$ cat src/rtl/pipe_hazard_ctrl_if.sv
// Hazard-controller bundle between the LEGv8 datapath (master) and pipe_hazard_ctrl (slave).
// Carries the ID/EX hazard operands, branch and halt requests, and the pipeline enable/flush controls.
interface pipe_hazard_ctrl_if #(
  parameter int CNT_W = 32
);
  logic [4:0]       id_rn;
  logic [4:0]       id_rm;
  logic             id_rn_used;
  logic             id_rm_used;
  logic [4:0]       ex_rd;
  logic             ex_memRead;
  logic             mem_branch_taken;
  logic             halt_req;
  logic             halt_ack;
  logic             pc_en;
  logic             if_id_en;
  logic             if_id_flush;
  logic             id_ex_flush;
  logic             ex_mem_flush;
  logic [CNT_W-1:0] stall_cnt;
  logic [CNT_W-1:0] flush_cnt;

  modport master (
    output id_rn, id_rm, id_rn_used, id_rm_used, ex_rd, ex_memRead,
           mem_branch_taken, halt_req,
    input  halt_ack, pc_en, if_id_en, if_id_flush, id_ex_flush, ex_mem_flush,
           stall_cnt, flush_cnt
  );

  modport slave (
    input  id_rn, id_rm, id_rn_used, id_rm_used, ex_rd, ex_memRead,
           mem_branch_taken, halt_req,
    output halt_ack, pc_en, if_id_en, if_id_flush, id_ex_flush, ex_mem_flush,
           stall_cnt, flush_cnt
  );
endinterface

$ cat src/rtl/pipe_hazard_ctrl.sv
// Load-use stall, taken-branch flush and drain-then-halt sequencing for the 5-stage LEGv8 pipeline.
// Define PIPE_HAZARD_PERF_EN to build the saturating stall/flush performance counters.
module pipe_hazard_ctrl #(
  parameter int DRAIN_CYCLES = 4,
  parameter int CNT_W        = 32
) (
  input logic              clk,
  input logic              reset,
  pipe_hazard_ctrl_if.slave hz
);

  localparam int            DW         = (DRAIN_CYCLES > 1) ? $clog2(DRAIN_CYCLES) : 1;
  localparam logic [DW-1:0] DRAIN_LOAD = DW'(DRAIN_CYCLES - 1);

  typedef enum logic [1:0] {
    RUN    = 2'd0,
    DRAIN  = 2'd1,
    HALTED = 2'd2
  } state_t;

  state_t        state_r;
  state_t        state_s;
  logic [DW-1:0] drain_cnt_r;
  logic [DW-1:0] drain_cnt_s;
  logic          halt_ack_r;
  logic          lu_s;
  logic          br_s;
  logic          stall_s;
  logic          pc_en_s;
  logic          if_id_en_s;
  logic          if_id_flush_s;
  logic          id_ex_flush_s;
  logic          ex_mem_flush_s;

  // X31 reads as XZR, so a load targeting it can never feed a dependent instruction
  assign lu_s    = hz.ex_memRead & (hz.ex_rd != 5'd31) &
                   ((hz.id_rn_used & (hz.id_rn == hz.ex_rd)) |
                    (hz.id_rm_used & (hz.id_rm == hz.ex_rd)));
  assign br_s    = hz.mem_branch_taken;
  assign stall_s = lu_s & ~br_s;

  // Next-state and Mealy enable/flush decode
  always_comb begin
    state_s        = state_r;
    drain_cnt_s    = drain_cnt_r;
    pc_en_s        = 1'b0;
    if_id_en_s     = 1'b0;
    if_id_flush_s  = 1'b0;
    id_ex_flush_s  = 1'b0;
    ex_mem_flush_s = 1'b0;
    case (state_r)
      RUN: begin
        if (br_s) begin
          pc_en_s        = 1'b1;
          if_id_en_s     = 1'b1;
          if_id_flush_s  = 1'b1;
          id_ex_flush_s  = 1'b1;
          ex_mem_flush_s = 1'b1;
        end else if (lu_s) begin
          id_ex_flush_s = 1'b1;
        end else begin
          pc_en_s    = 1'b1;
          if_id_en_s = 1'b1;
        end
        if (hz.halt_req && !stall_s) begin
          state_s     = DRAIN;
          drain_cnt_s = DRAIN_LOAD;
        end else begin
          state_s = RUN;
        end
      end
      DRAIN: begin
        // PC is held so the discarded IF instruction is refetched on resume
        if (br_s) begin
          pc_en_s        = 1'b1;
          if_id_en_s     = 1'b1;
          if_id_flush_s  = 1'b1;
          id_ex_flush_s  = 1'b1;
          ex_mem_flush_s = 1'b1;
        end else if (lu_s) begin
          id_ex_flush_s = 1'b1;
        end else begin
          if_id_en_s    = 1'b1;
          if_id_flush_s = 1'b1;
        end
        if (stall_s) begin
          drain_cnt_s = drain_cnt_r;
        end else if (drain_cnt_r == {DW{1'b0}}) begin
          state_s = HALTED;
        end else begin
          drain_cnt_s = drain_cnt_r - {{(DW-1){1'b0}}, 1'b1};
        end
      end
      HALTED: begin
        id_ex_flush_s = 1'b1;
        if (!hz.halt_req) begin
          state_s = RUN;
        end else begin
          state_s = HALTED;
        end
      end
      default: begin
        state_s     = RUN;
        drain_cnt_s = {DW{1'b0}};
      end
    endcase
  end

  // Outputs are forced to a frozen, fully flushed pipeline while reset is held
  always_comb begin
    if (!reset) begin
      hz.pc_en        = 1'b0;
      hz.if_id_en     = 1'b0;
      hz.if_id_flush  = 1'b1;
      hz.id_ex_flush  = 1'b1;
      hz.ex_mem_flush = 1'b1;
    end else begin
      hz.pc_en        = pc_en_s;
      hz.if_id_en     = if_id_en_s;
      hz.if_id_flush  = if_id_flush_s;
      hz.id_ex_flush  = id_ex_flush_s;
      hz.ex_mem_flush = ex_mem_flush_s;
    end
  end

  // FSM state, drain counter and registered halt acknowledge
  always_ff @(posedge clk or negedge reset) begin
    if (!reset) begin
      state_r     <= RUN;
      drain_cnt_r <= {DW{1'b0}};
      halt_ack_r  <= 1'b0;
    end else begin
      state_r     <= state_s;
      drain_cnt_r <= drain_cnt_s;
      halt_ack_r  <= (state_s == HALTED);
    end
  end

  assign hz.halt_ack = halt_ack_r;

`ifdef PIPE_HAZARD_PERF_EN
  logic [CNT_W-1:0] stall_cnt_r;
  logic [CNT_W-1:0] flush_cnt_r;

  function automatic logic [CNT_W-1:0] sat_inc(input logic [CNT_W-1:0] v);
    if (&v) begin
      return v;
    end else begin
      return v + {{(CNT_W-1){1'b0}}, 1'b1};
    end
  endfunction

  // Saturating performance counters
  always_ff @(posedge clk or negedge reset) begin
    if (!reset) begin
      stall_cnt_r <= {CNT_W{1'b0}};
      flush_cnt_r <= {CNT_W{1'b0}};
    end else begin
      if (stall_s && (state_r != HALTED)) begin
        stall_cnt_r <= sat_inc(stall_cnt_r);
      end else begin
        stall_cnt_r <= stall_cnt_r;
      end
      if (br_s) begin
        flush_cnt_r <= sat_inc(flush_cnt_r);
      end else begin
        flush_cnt_r <= flush_cnt_r;
      end
    end
  end

  assign hz.stall_cnt = stall_cnt_r;
  assign hz.flush_cnt = flush_cnt_r;
`else
  assign hz.stall_cnt = {CNT_W{1'b0}};
  assign hz.flush_cnt = {CNT_W{1'b0}};
`endif

endmodule

$ cat src/flat_wrapper.sv
// flat-port wrapper written by rule: the top's interface ports become plain ports
module pipe_hazard_ctrl_flat 
#(
  parameter int DRAIN_CYCLES = 4,
  parameter int CNT_W        = 32
)
  (clk, reset, hz_id_rn, hz_id_rm, hz_id_rn_used, hz_id_rm_used, hz_ex_rd, hz_ex_memRead, hz_mem_branch_taken, hz_halt_req, hz_halt_ack, hz_pc_en, hz_if_id_en, hz_if_id_flush, hz_id_ex_flush, hz_ex_mem_flush, hz_stall_cnt, hz_flush_cnt);
  pipe_hazard_ctrl_if #(.CNT_W(CNT_W)) hz_i ();
  input logic clk;
  input logic reset;
  input wire logic [$bits(hz_i.id_rn)-1:0] hz_id_rn;
  input wire logic [$bits(hz_i.id_rm)-1:0] hz_id_rm;
  input wire logic [$bits(hz_i.id_rn_used)-1:0] hz_id_rn_used;
  input wire logic [$bits(hz_i.id_rm_used)-1:0] hz_id_rm_used;
  input wire logic [$bits(hz_i.ex_rd)-1:0] hz_ex_rd;
  input wire logic [$bits(hz_i.ex_memRead)-1:0] hz_ex_memRead;
  input wire logic [$bits(hz_i.mem_branch_taken)-1:0] hz_mem_branch_taken;
  input wire logic [$bits(hz_i.halt_req)-1:0] hz_halt_req;
  output wire logic [$bits(hz_i.halt_ack)-1:0] hz_halt_ack;
  output wire logic [$bits(hz_i.pc_en)-1:0] hz_pc_en;
  output wire logic [$bits(hz_i.if_id_en)-1:0] hz_if_id_en;
  output wire logic [$bits(hz_i.if_id_flush)-1:0] hz_if_id_flush;
  output wire logic [$bits(hz_i.id_ex_flush)-1:0] hz_id_ex_flush;
  output wire logic [$bits(hz_i.ex_mem_flush)-1:0] hz_ex_mem_flush;
  output wire logic [$bits(hz_i.stall_cnt)-1:0] hz_stall_cnt;
  output wire logic [$bits(hz_i.flush_cnt)-1:0] hz_flush_cnt;
  assign hz_i.id_rn = hz_id_rn;
  assign hz_i.id_rm = hz_id_rm;
  assign hz_i.id_rn_used = hz_id_rn_used;
  assign hz_i.id_rm_used = hz_id_rm_used;
  assign hz_i.ex_rd = hz_ex_rd;
  assign hz_i.ex_memRead = hz_ex_memRead;
  assign hz_i.mem_branch_taken = hz_mem_branch_taken;
  assign hz_i.halt_req = hz_halt_req;
  assign hz_halt_ack = hz_i.halt_ack;
  assign hz_pc_en = hz_i.pc_en;
  assign hz_if_id_en = hz_i.if_id_en;
  assign hz_if_id_flush = hz_i.if_id_flush;
  assign hz_id_ex_flush = hz_i.id_ex_flush;
  assign hz_ex_mem_flush = hz_i.ex_mem_flush;
  assign hz_stall_cnt = hz_i.stall_cnt;
  assign hz_flush_cnt = hz_i.flush_cnt;
  pipe_hazard_ctrl #(.DRAIN_CYCLES(DRAIN_CYCLES), .CNT_W(CNT_W)) u_core (.clk(clk), .reset(reset), .hz(hz_i));
endmodule
$ cat config.mk
export PLATFORM = sky130hd
export DESIGN_NAME = pipe_hazard_ctrl_flat
export DESIGN_NICKNAME = d
export VERILOG_FILES = /design/src/rtl/pipe_hazard_ctrl_if.sv /design/src/rtl/pipe_hazard_ctrl.sv /design/src/flat_wrapper.sv
export SDC_FILE = /design/constraint.sdc
export NUM_CORES = 1
export LEC_CHECK = 0
export ABC_AREA = 1
export BUFFER_PORTS_ARGS = -buffer_cell sky130_fd_sc_hd__buf_2
export CORE_MARGIN = 2
export CORE_UTILIZATION = 38
export DETAILED_ROUTE_END_ITERATION = 10
export GPL_TIMING_DRIVEN = 1
export PLACE_DENSITY = 0.81
export SYNTH_ARGS = -nofsm -noshare
export SYNTH_HDL_FRONTEND = slang
export SYNTH_SLANG_ARGS = --single-unit
$ cat constraint.sdc
create_clock -name clk -period 1.55 [get_ports clk]
set_input_delay 0 -clock clk [delete_from_list [all_inputs] [get_ports clk]]
set_output_delay 0 -clock clk [all_outputs]
set_load 0.05 [all_outputs]
==> results of run 1 <==
## layer usage
layer  part of all wire  track usage
met5                  0            0
met4                  0       0.0204
met3               0.13       0.0300
met2               0.46        0.154
met1               0.41        0.103
## stage by stage
step	total power (W)	instance area [sq um]	setup slack [ps]	TNS [ps]	cells
finish	0.00143	1020	117	0	228
CTS	0.00143	1010	45.0	0	228
global route	0.00156	1020	6.71	0	228
floorplan	0.00127	1290	-87.7	-87.7	230
global placement	0.00127	978	317	0	223
detailed placement	0.00128	978	242	0	223
## cells by family (layout without fill, tap and decap cells)
logic type,after synthesis,after routing
compound gates,9,9
fa+ha+maj,1,1
buf+inv,85,52
flops,5,5
other cells,1,64
simple gates,66,66
## state kept, by name (all words and copies together), names as in the netlist
name	flops
u_core.state_r	2
u_core.drain_cnt_r	2
u_core.hz.halt_ack	1
## cell usage in the layout, fill, tap and decap left out
cell type      instances
nand3_4                1
dfrtp_1                5
o311ai_0               1
nand2_1               41
a21boi_1               1
clkbuf_1               1
nor2_1                 8
nand2_2                4
a21oi_1                3
nand4_1                2
nand3b_1               1
inv_1                 14
o21ai_0                1
a21o_1                 1
conb_1                64
o21ai_2                1
buf_2                 27
dlygate4sd3_1          1
nor2_2                 2
o21a_1                 1
nand3_1                7
clkbuf_4               3
inv_2                  6
ha_1                   1
## power by group through the flow
stage | Combinational [W] | Clock, W | Sequential (W)
floorplan | 0.000991 | 0 | 0.000277
global placement | 0.000998 | 0 | 0.000267
detailed placement | 0.00101 | 0 | 0.000270
CTS | 0.00101 | 0.000151 | 0.000268
global route | 0.00112 | 0.000166 | 0.000282
finish | 0.00102 | 0.000145 | 0.000270
## path summary, 6_finish.rpt
kind / endpoint / slack, ps / cells past startpoint
worst max register to register: u_core.drain_cnt_r[1] / 310 / 6
worst min register to register: u_core.drain_cnt_r[1] / 470 / 2
min in group asynchronous: u_core.drain_cnt_r[0] / 130 / 2
worst max-delay path: hz_pc_en / 120 / 4
max in group asynchronous: u_core.hz.halt_ack / 1250 / 2
worst min-delay path: u_core.state_r[1] / 70 / 3
## critical path, stage by stage, from the launching register on
cell	delay, ps
dfrtp_1	490
nor2_1	250
nand2_1	80
a21boi_1	110
buf_2	270
## cell type report
type,count,area (sq um)
Tap cell,31,38.8
Clock buffer,4,26.3
Sequential cell,5,125
Fill cell,294,1670
Multi-Input combinational cell,140,607
Timing Repair Buffer,28,145
Inverter,20,75.1
## repair_timing
item / 4_1_cts / 5_1_grt
buffers inserted: 0 / 0
hold buffers: 1 / 0
gates resized for setup: 0 / 1
hold endpoints to repair: 5 / 0
endpoints found under the setup margin: 0 / 1
==> out/metrics.csv, run 1 <==
stage,metric,value,unit
run_status,outcome,completed,
synthesis,Seq cells post-synth,5,
floorplan,io pins,92,
power,sw power,0.000907,W
global_route,GRT overflow,0,
clock_tree,clock root buffer master,clkbuf_4,
clock_tree,total CTS buffers,3,
global_route,pin count of the biggest net entering global routing,12,
floorplan,Initial Util,0.392,
synthesis,top post-synthesis cells by count,"buf_4, nand2_1, inv_1",
floorplan,Die Y,56.6,um
placement,Detail Placement HPWL,1.36,mm
synthesis,"Async S/R FF share, synth",1.00,
timing,clock skew,3.52,ps
clock_tree,Worst-path clk slew,40,ps
synthesis,Ys Warns,0,
floorplan,die footprint,3210,sq um
worst_hold_path,Hold Startpoint,hz_halt_req,
power,Pint,0.000523,W
synthesis,top cell type's share of synthesized area,0.464,
finish,Area Overhead vs Synth,-3.33,%
finish,layout cells sized above 1,0.223,
detailed_routing,Routed Antenna Nets,0,
synthesis,Post-Synth XOR/XNOR Area,0,
power,Clk network pwr share,0.101,
timing,unrepaired setup endpoints after global routing,false,
detailed_routing,vias per cell,3.60,
synthesis,register area share after synthesis,0.119,
synthesis,Syn Area/Cell,6.30,sq um
detailed_routing,vias,821,
placement,gpl congestion,0.841,
timing,Fin. Hold Viols,0,
critical_path,crit-path max FO,11,
power,PD cells,1410,nW/um^2
detailed_routing,1st-pass router iterations,4,
critical_path,data required time of the worst path,1550,ps
critical_path,kind of critical path,register to primary output,
detailed_routing,DRC viols,0,
clock_tree,Sink Count,5,
synthesis,most common cell in the netlist,buf_4,
timing,Min Hold Slack,69.1,ps
power,Comb power frac,0.710,
clock_tree,CTS tree,built,
timing,Max Freq,0.698,GHz
power,Max rail drop VDD,0.000845,V
synthesis,Gate Count Post-Synth,167,
critical_path,reg2reg start,u_core.state_r[1],
synthesis,number of synthesized flops with an enable pin,0,
critical_path,worst path arrival time,1430,ps
synthesis,prevailing post-synth register cell,dfrtp_1,
timing,Setup-failing EPs final,0,
synthesis,"Distinct cells, synth",20,
detailed_routing,wire per inst,6.59,um
synthesis,post-synthesis mux area share,0,
synthesis,Post-Syn Area,1050,sq um
floorplan,Std-Cell Core Area,2690,sq um
synthesis,main combinational cell family by area after synthesis,buffers and inverters,
detailed_routing,DR iter-0 viols,23,
synthesis,Compound-Gate Fraction of Synth Area,0.0535,
global_route,first-pass GRT wire length,2.33,mm
power,fraction of power spent switching nets,0.634,
global_route,vias in the first global route,625,
timing,Final Slew Violations,0,
detailed_routing,Post-Route WL,1.50,mm
worst_hold_path,Hold Path Class,input pin to register,
power,share of power burned in registers,0.189,
finish,diode count,0,
critical_path,CP startpoint,u_core.state_r[1],
flow_run,Max-cap violations,0,
synthesis,adder-cell share of the synthesized area,0.0119,
placement,I/O Buffers,27,
synthesis,simple-gate share of the synthesized area,0.277,
floorplan,FP Rows,19,
clock_tree,clk_lat worst skew,240,ps
timing,fin crit period,1430,ps
floorplan,die span in x,56.6,um
global_route,initial antenna violation count,0,
critical_path,startpoint types,register,
power,leak pwr,0.694,nW
critical_path,CP endpoint kind,primary output,
finish,"Core Util, Final",0.379,
finish,Nets,221,
synthesis,"top cells by area, synth","buf_4, nand2_1, dfrtp_1, inv_1, nand3_1",
synthesis,Yosys top cell by area,buf_4,
clock_tree,clk buf depth,2,
global_route,All-Layer GR Usage,0.0883,
clock_tree,Max H-tree Level,1,
timing,period utilization,0.924,
Power figures use the tool's default switching activity.
==> run 2, diff against run 1 <==
==> constraint.sdc (replaced) <==
create_clock -name clk -period 1.5 [get_ports clk]
set_input_delay 0 -clock clk [delete_from_list [all_inputs] [get_ports clk]]
set_output_delay 0 -clock clk [all_outputs]
set_load 0.05 [all_outputs]
==> run 2 against run 1 <==
Against the previous run:
- non-clock buffer count unchanged
- design area up 0.98%
- worst setup slack worse by 23 ps
- wire length shrank 0.13%
- die area stayed put
- combinational power is 5% higher
- first-iteration DRC count did not move
==> out/metrics.csv, run 2 (synthesized netlist as in run 1, its figures left out) <==
stage,metric,value,unit
timing,clock skew,3.49,ps
timing,Max Freq,0.711,GHz
clock_tree,Worst-path clk slew,40,ps
placement,gpl congestion,0.841,
finish,Nets,221,
critical_path,worst path arrival time,1410,ps
detailed_routing,1st-pass router iterations,4,
global_route,GRT overflow,0,
run_status,outcome,completed,
critical_path,CP endpoint kind,primary output,
finish,Area Overhead vs Synth,-2.38,%
critical_path,kind of critical path,register to primary output,
placement,Detail Placement HPWL,1.36,mm
power,Pint,0.000555,W
floorplan,Die Y,56.6,um
floorplan,Std-Cell Core Area,2690,sq um
global_route,first-pass GRT wire length,2.33,mm
detailed_routing,DRC viols,0,
finish,"commonest non-fill, non-tap cell in the layout",conb_1,
power,Comb power frac,0.709,
timing,Min Hold Slack,69.1,ps
power,sw power,0.000951,W
global_route,vias in the first global route,625,
clock_tree,total CTS buffers,3,
detailed_routing,Post-Route WL,1.50,mm
clock_tree,clk_lat worst skew,240,ps
finish,layout cells sized above 1,0.228,
finish,most frequent cells in the layout,"conb_1, nand2_1, buf_2",
critical_path,flop-to-flop setup slack,280,ps
detailed_routing,vias,825,
critical_path,data required time of the worst path,1500,ps
timing,Final Slew Violations,0,
floorplan,die footprint,3210,sq um
power,overall power,0.00151,W
power,Max rail drop VDD,0.000904,V
clock_tree,clk buf depth,2,
placement,I/O Buffers,27,
finish,"non-filler cells, final",228,
clock_tree,Sink Count,5,
power,Clk network pwr share,0.099,
critical_path,crit-path max FO,11,
clock_tree,CTS tree,built,
finish,diode count,0,
floorplan,die span in x,56.6,um
critical_path,startpoint types,register,
finish,"Core Util, Final",0.382,
clock_tree,Max H-tree Level,1,
timing,unrepaired setup endpoints after global routing,false,
detailed_routing,DR iter-0 viols,23,
power,share of power burned in registers,0.191,
detailed_routing,wire per inst,6.58,um
power,leak pwr,0.695,nW
clock_tree,clock root buffer master,clkbuf_4,
timing,fin crit period,1410,ps
global_route,initial antenna violation count,0,
detailed_routing,Routed Antenna Nets,0,
global_route,pin count of the biggest net entering global routing,12,
timing,period utilization,0.937,
power,PD cells,1470,nW/um^2
global_route,All-Layer GR Usage,0.0883,
timing,Setup-failing EPs final,0,
floorplan,FP Rows,19,
power,fraction of power spent switching nets,0.632,
flow_run,Max-cap violations,0,
worst_hold_path,Hold Path Class,input pin to register,
placement,Inst Count DP,223,
timing,Fin. Hold Viols,0,
floorplan,io pins,92,
detailed_routing,vias per cell,3.62,
floorplan,Initial Util,0.392,
[run 2: changes by cell type in the layout (fill, tap and decap cells not counted), sizes merged]
cell	before	now
clkbuf	4	5
buf	27	26
[run 2: path summary, 6_finish.rpt]
| check | start | end | cells after the start |
|---|---|---|---|
| setup / recovery | u_core.state_r[1] | hz_id_ex_flush | 4 |
| hold / removal | hz_halt_req | u_core.state_r[1] | 3 |
| setup reg to reg | u_core.state_r[1] | u_core.drain_cnt_r[1] | 6 |
| hold reg to reg | u_core.drain_cnt_r[1] | u_core.drain_cnt_r[1] | 2 |
| max in group asynchronous | reset | u_core.hz.halt_ack | 2 |
| min in group asynchronous | reset | u_core.drain_cnt_r[0] | 2 |
[run 2: timing repair]
action                                  4_1_cts  5_1_grt
endpoints found under the hold margin         5        0
buffers inserted                              0        0
pin swaps                                     0        0
hold buffers                                  1        0
endpoints found under the setup margin        1        1
gates resized for setup                       1        3
[run 2: final cells by class]
type                       instances  area, sq um
inverter                          20         75.1
sequential                         5          125
fill                             293         1660
timing repair buffer              28          148
tap                               31         38.8
multi-input combinational        140          614
clock buffer                       4         26.3
[run 2: power by group through the flow]
stage	clock network (W)	registers [W]	logic (W)
after detailed placement	0	0.000279	0.00104
final	0.000150	0.000288	0.00107
after global placement	0	0.000276	0.00103
after CTS	0.000156	0.000279	0.00105
after floorplan	0	0.000287	0.00102
after global routing	0.000171	0.000300	0.00117
[run 2: metrics by stage]
stage / setup slack [ps] / TNS (ps) / cell area [sq um]
3_3_place_gp: 267 / 0 / 978
5_1_grt: 9.49 / 0 / 1030
2_1_floorplan: -138 / -138 / 1290
4_1_cts: 61.0 / 0 / 1020
3_5_place_dp: 192 / 0 / 978
6_report: 94.1 / 0 / 1030
[run 2: layer usage]
metal  vias to the layer above  track usage  wire length, um
met3                         0       0.0300              195
met5                         -            0                0
met4                         0       0.0204                0
met2                        54        0.154              696
met1                       332        0.103              609
li1                        439            -                -
[run 2: worst max-delay path, stage by stage, from the launching register on]
cell     delay [ps]
dfrtp_1         510
o21ai_2         230
a21oi_1          50
o21ai_0          80
buf_2           290
==> run 3, diff against run 2 <==
--- a/config.mk
+++ b/config.mk
@@ -10,7 +10,7 @@
 export CORE_MARGIN = 2
 export CORE_UTILIZATION = 38
 export DETAILED_ROUTE_END_ITERATION = 10
-export GPL_TIMING_DRIVEN = 1
+export GPL_TIMING_DRIVEN = 0
 export PLACE_DENSITY = 0.81
 export SYNTH_ARGS = -nofsm -noshare
 export SYNTH_HDL_FRONTEND = slang
==> run 3 against run 2 <==
Against the previous run:
- worst setup slack lost 7.7 ps
- total power grew 12%
- sequential share of layout area shrank 3.9 points
- clock skew grew 2.2 ps
- via count grew 20%
- critical path type unchanged
- largest power group unchanged
==> out/metrics.csv, run 3 (synthesized netlist as in run 1, its figures left out) <==
stage,metric,value,unit
critical_path,data required time of the worst path,1500,ps
finish,Area Overhead vs Synth,44.0,%
placement,Area after DPL,1470,sq um
run_status,outcome,completed,
placement,Inst Count DP,288,
finish,diode count,0,
timing,fin crit period,1410,ps
clock_tree,Sink Count,5,
power,leak pwr,1.05,nW
critical_path,R2R cell count,7,
critical_path,kind of critical path,register to primary output,
detailed_routing,vias,990,
floorplan,Std-Cell Core Area,2690,sq um
critical_path,CP max stage delay,420,ps
global_route,All-Layer GR Usage,0.107,
finish,"commonest non-fill, non-tap cell in the layout",buf_4,
timing,Max Freq,0.707,GHz
clock_tree,clk buf depth,2,
floorplan,Initial Util,0.392,
floorplan,Die Y,56.6,um
critical_path,critical path's slowest cell,dfrtp_1,
detailed_routing,1st-pass router iterations,4,
worst_hold_path,worst hold stages,3,
critical_path,kind of cell adding the most delay to the critical path,buffers and inverters,
critical_path,worst path arrival time,1410,ps
worst_hold_path,Hold Path Class,input pin to register,
critical_path,crit-path max FO,10,
critical_path,startpoint types,register,
global_route,first-pass GRT wire length,2.91,mm
critical_path,"critical path, cell by cell",buf_4 -> o21ai_2 -> a21oi_1 -> o21ai_0 -> buf_2,
global_route,initial antenna violation count,0,
placement,Detail Placement HPWL,1.69,mm
clock_tree,total CTS buffers,3,
clock_tree,CTS tree,built,
clock_tree,Worst-path clk slew,40,ps
detailed_routing,vias per cell,3.38,
detailed_routing,Post-Route WL,1.83,mm
timing,clock skew,5.65,ps
global_route,pin count of the biggest net entering global routing,11,
global_route,GRT overflow,0,
timing,setup TNS,0,ps
power,Max rail drop VDD,0.00101,V
timing,Min Hold Slack,73.4,ps
critical_path,CP endpoint kind,primary output,
finish,"non-filler cells, final",293,
timing,Final Slew Violations,0,
power,PD cells,1110,nW/um^2
floorplan,io pins,92,
finish,Nets,286,
power,overall power,0.00168,W
floorplan,FP Rows,19,
finish,fin area,1520,sq um
placement,gpl congestion,0.794,
floorplan,die span in x,56.6,um
clock_tree,Max H-tree Level,1,
detailed_routing,Routed Antenna Nets,0,
timing,period utilization,0.942,
clock_tree,clock root buffer master,clkbuf_4,
floorplan,die footprint,3210,sq um
finish,layout cells sized above 1,0.420,
timing,Setup-failing EPs final,0,
detailed_routing,wire per inst,6.25,um
detailed_routing,DR iter-0 viols,21,
timing,Fin. Hold Viols,0,
finish,most frequent cells in the layout,"buf_4, conb_1, nand2_1",
critical_path,instance count on the critical path,5,
critical_path,Worst Path Buf+Inv,2,
global_route,vias in the first global route,780,
detailed_routing,DRC viols,0,
placement,I/O Buffers,27,
clock_tree,clk_lat worst skew,240,ps
flow_run,Max-cap violations,0,
==> run 3: worst paths after layout <==
path	from	endpoint	slack, ps
min reg2reg	u_core.drain_cnt_r[1]	u_core.drain_cnt_r[1]	500
max	u_core.state_r[1]	hz_id_ex_flush	90
max in group asynchronous	reset	u_core.drain_cnt_r[0]	1200
min	hz_halt_req	u_core.state_r[1]	70
max reg2reg	u_core.state_r[0]	u_core.drain_cnt_r[1]	300
min in group asynchronous	reset	u_core.state_r[0]	130
==> run 3: metal layers <==
metal | global-route usage | part of all wire | up-vias | routed length [um]
met4 | 0.0204 | 0 | 0 | 0
met2 | 0.184 | 0.47 | 56 | 854
met3 | 0.0392 | 0.15 | 0 | 280
li1 | - | - | 568 | -
met1 | 0.128 | 0.38 | 366 | 696
met5 | 0 | 0 | - | 0
==> run 3: what timing repair did <==
item                                   in CTS  in global routing
endpoints found under the hold margin       5                  0
hold buffers                                1                  0
resized for setup                           0                  5
setup buffers                               0                  0
setup endpoints to repair                   0                  2
==> run 3: through the flow <==
| stage | util | setup WS, ps |
|---|---|---|
| after global placement | 0.546 | 205 |
| after global routing | 0.564 | -9.93 |
| after detailed placement | 0.546 | 206 |
| final | 0.564 | 86.4 |
| after CTS | 0.559 | 20.4 |
| after floorplan | - | -138 |
==> run 3: tightest hold or removal path: stages <==
cell and delay [ps]:
buf_2 110, nand3_1 90, nand2_1 50
==> run 3: cell type report <==
cell class	count	area, sq um
multi-input combinational	140	614
inverter	20	75.1
fill	276	1170
sequential	5	125
clock buffer	4	26.3
buffer	65	488
timing repair buffer	28	148
tap	31	38.8
==> run 3: power by group <==
| group | switching (W) | leakage [nW] | internal (W) | total (W) |
|---|---|---|---|---|
| registers | 0.0000533 | 0.0616 | 0.000207 | 0.000261 |
| logic | 0.000890 | 0.974 | 0.000378 | 0.00127 |
| clock network | 0.0000518 | 0.0150 | 0.000100 | 0.000152 |
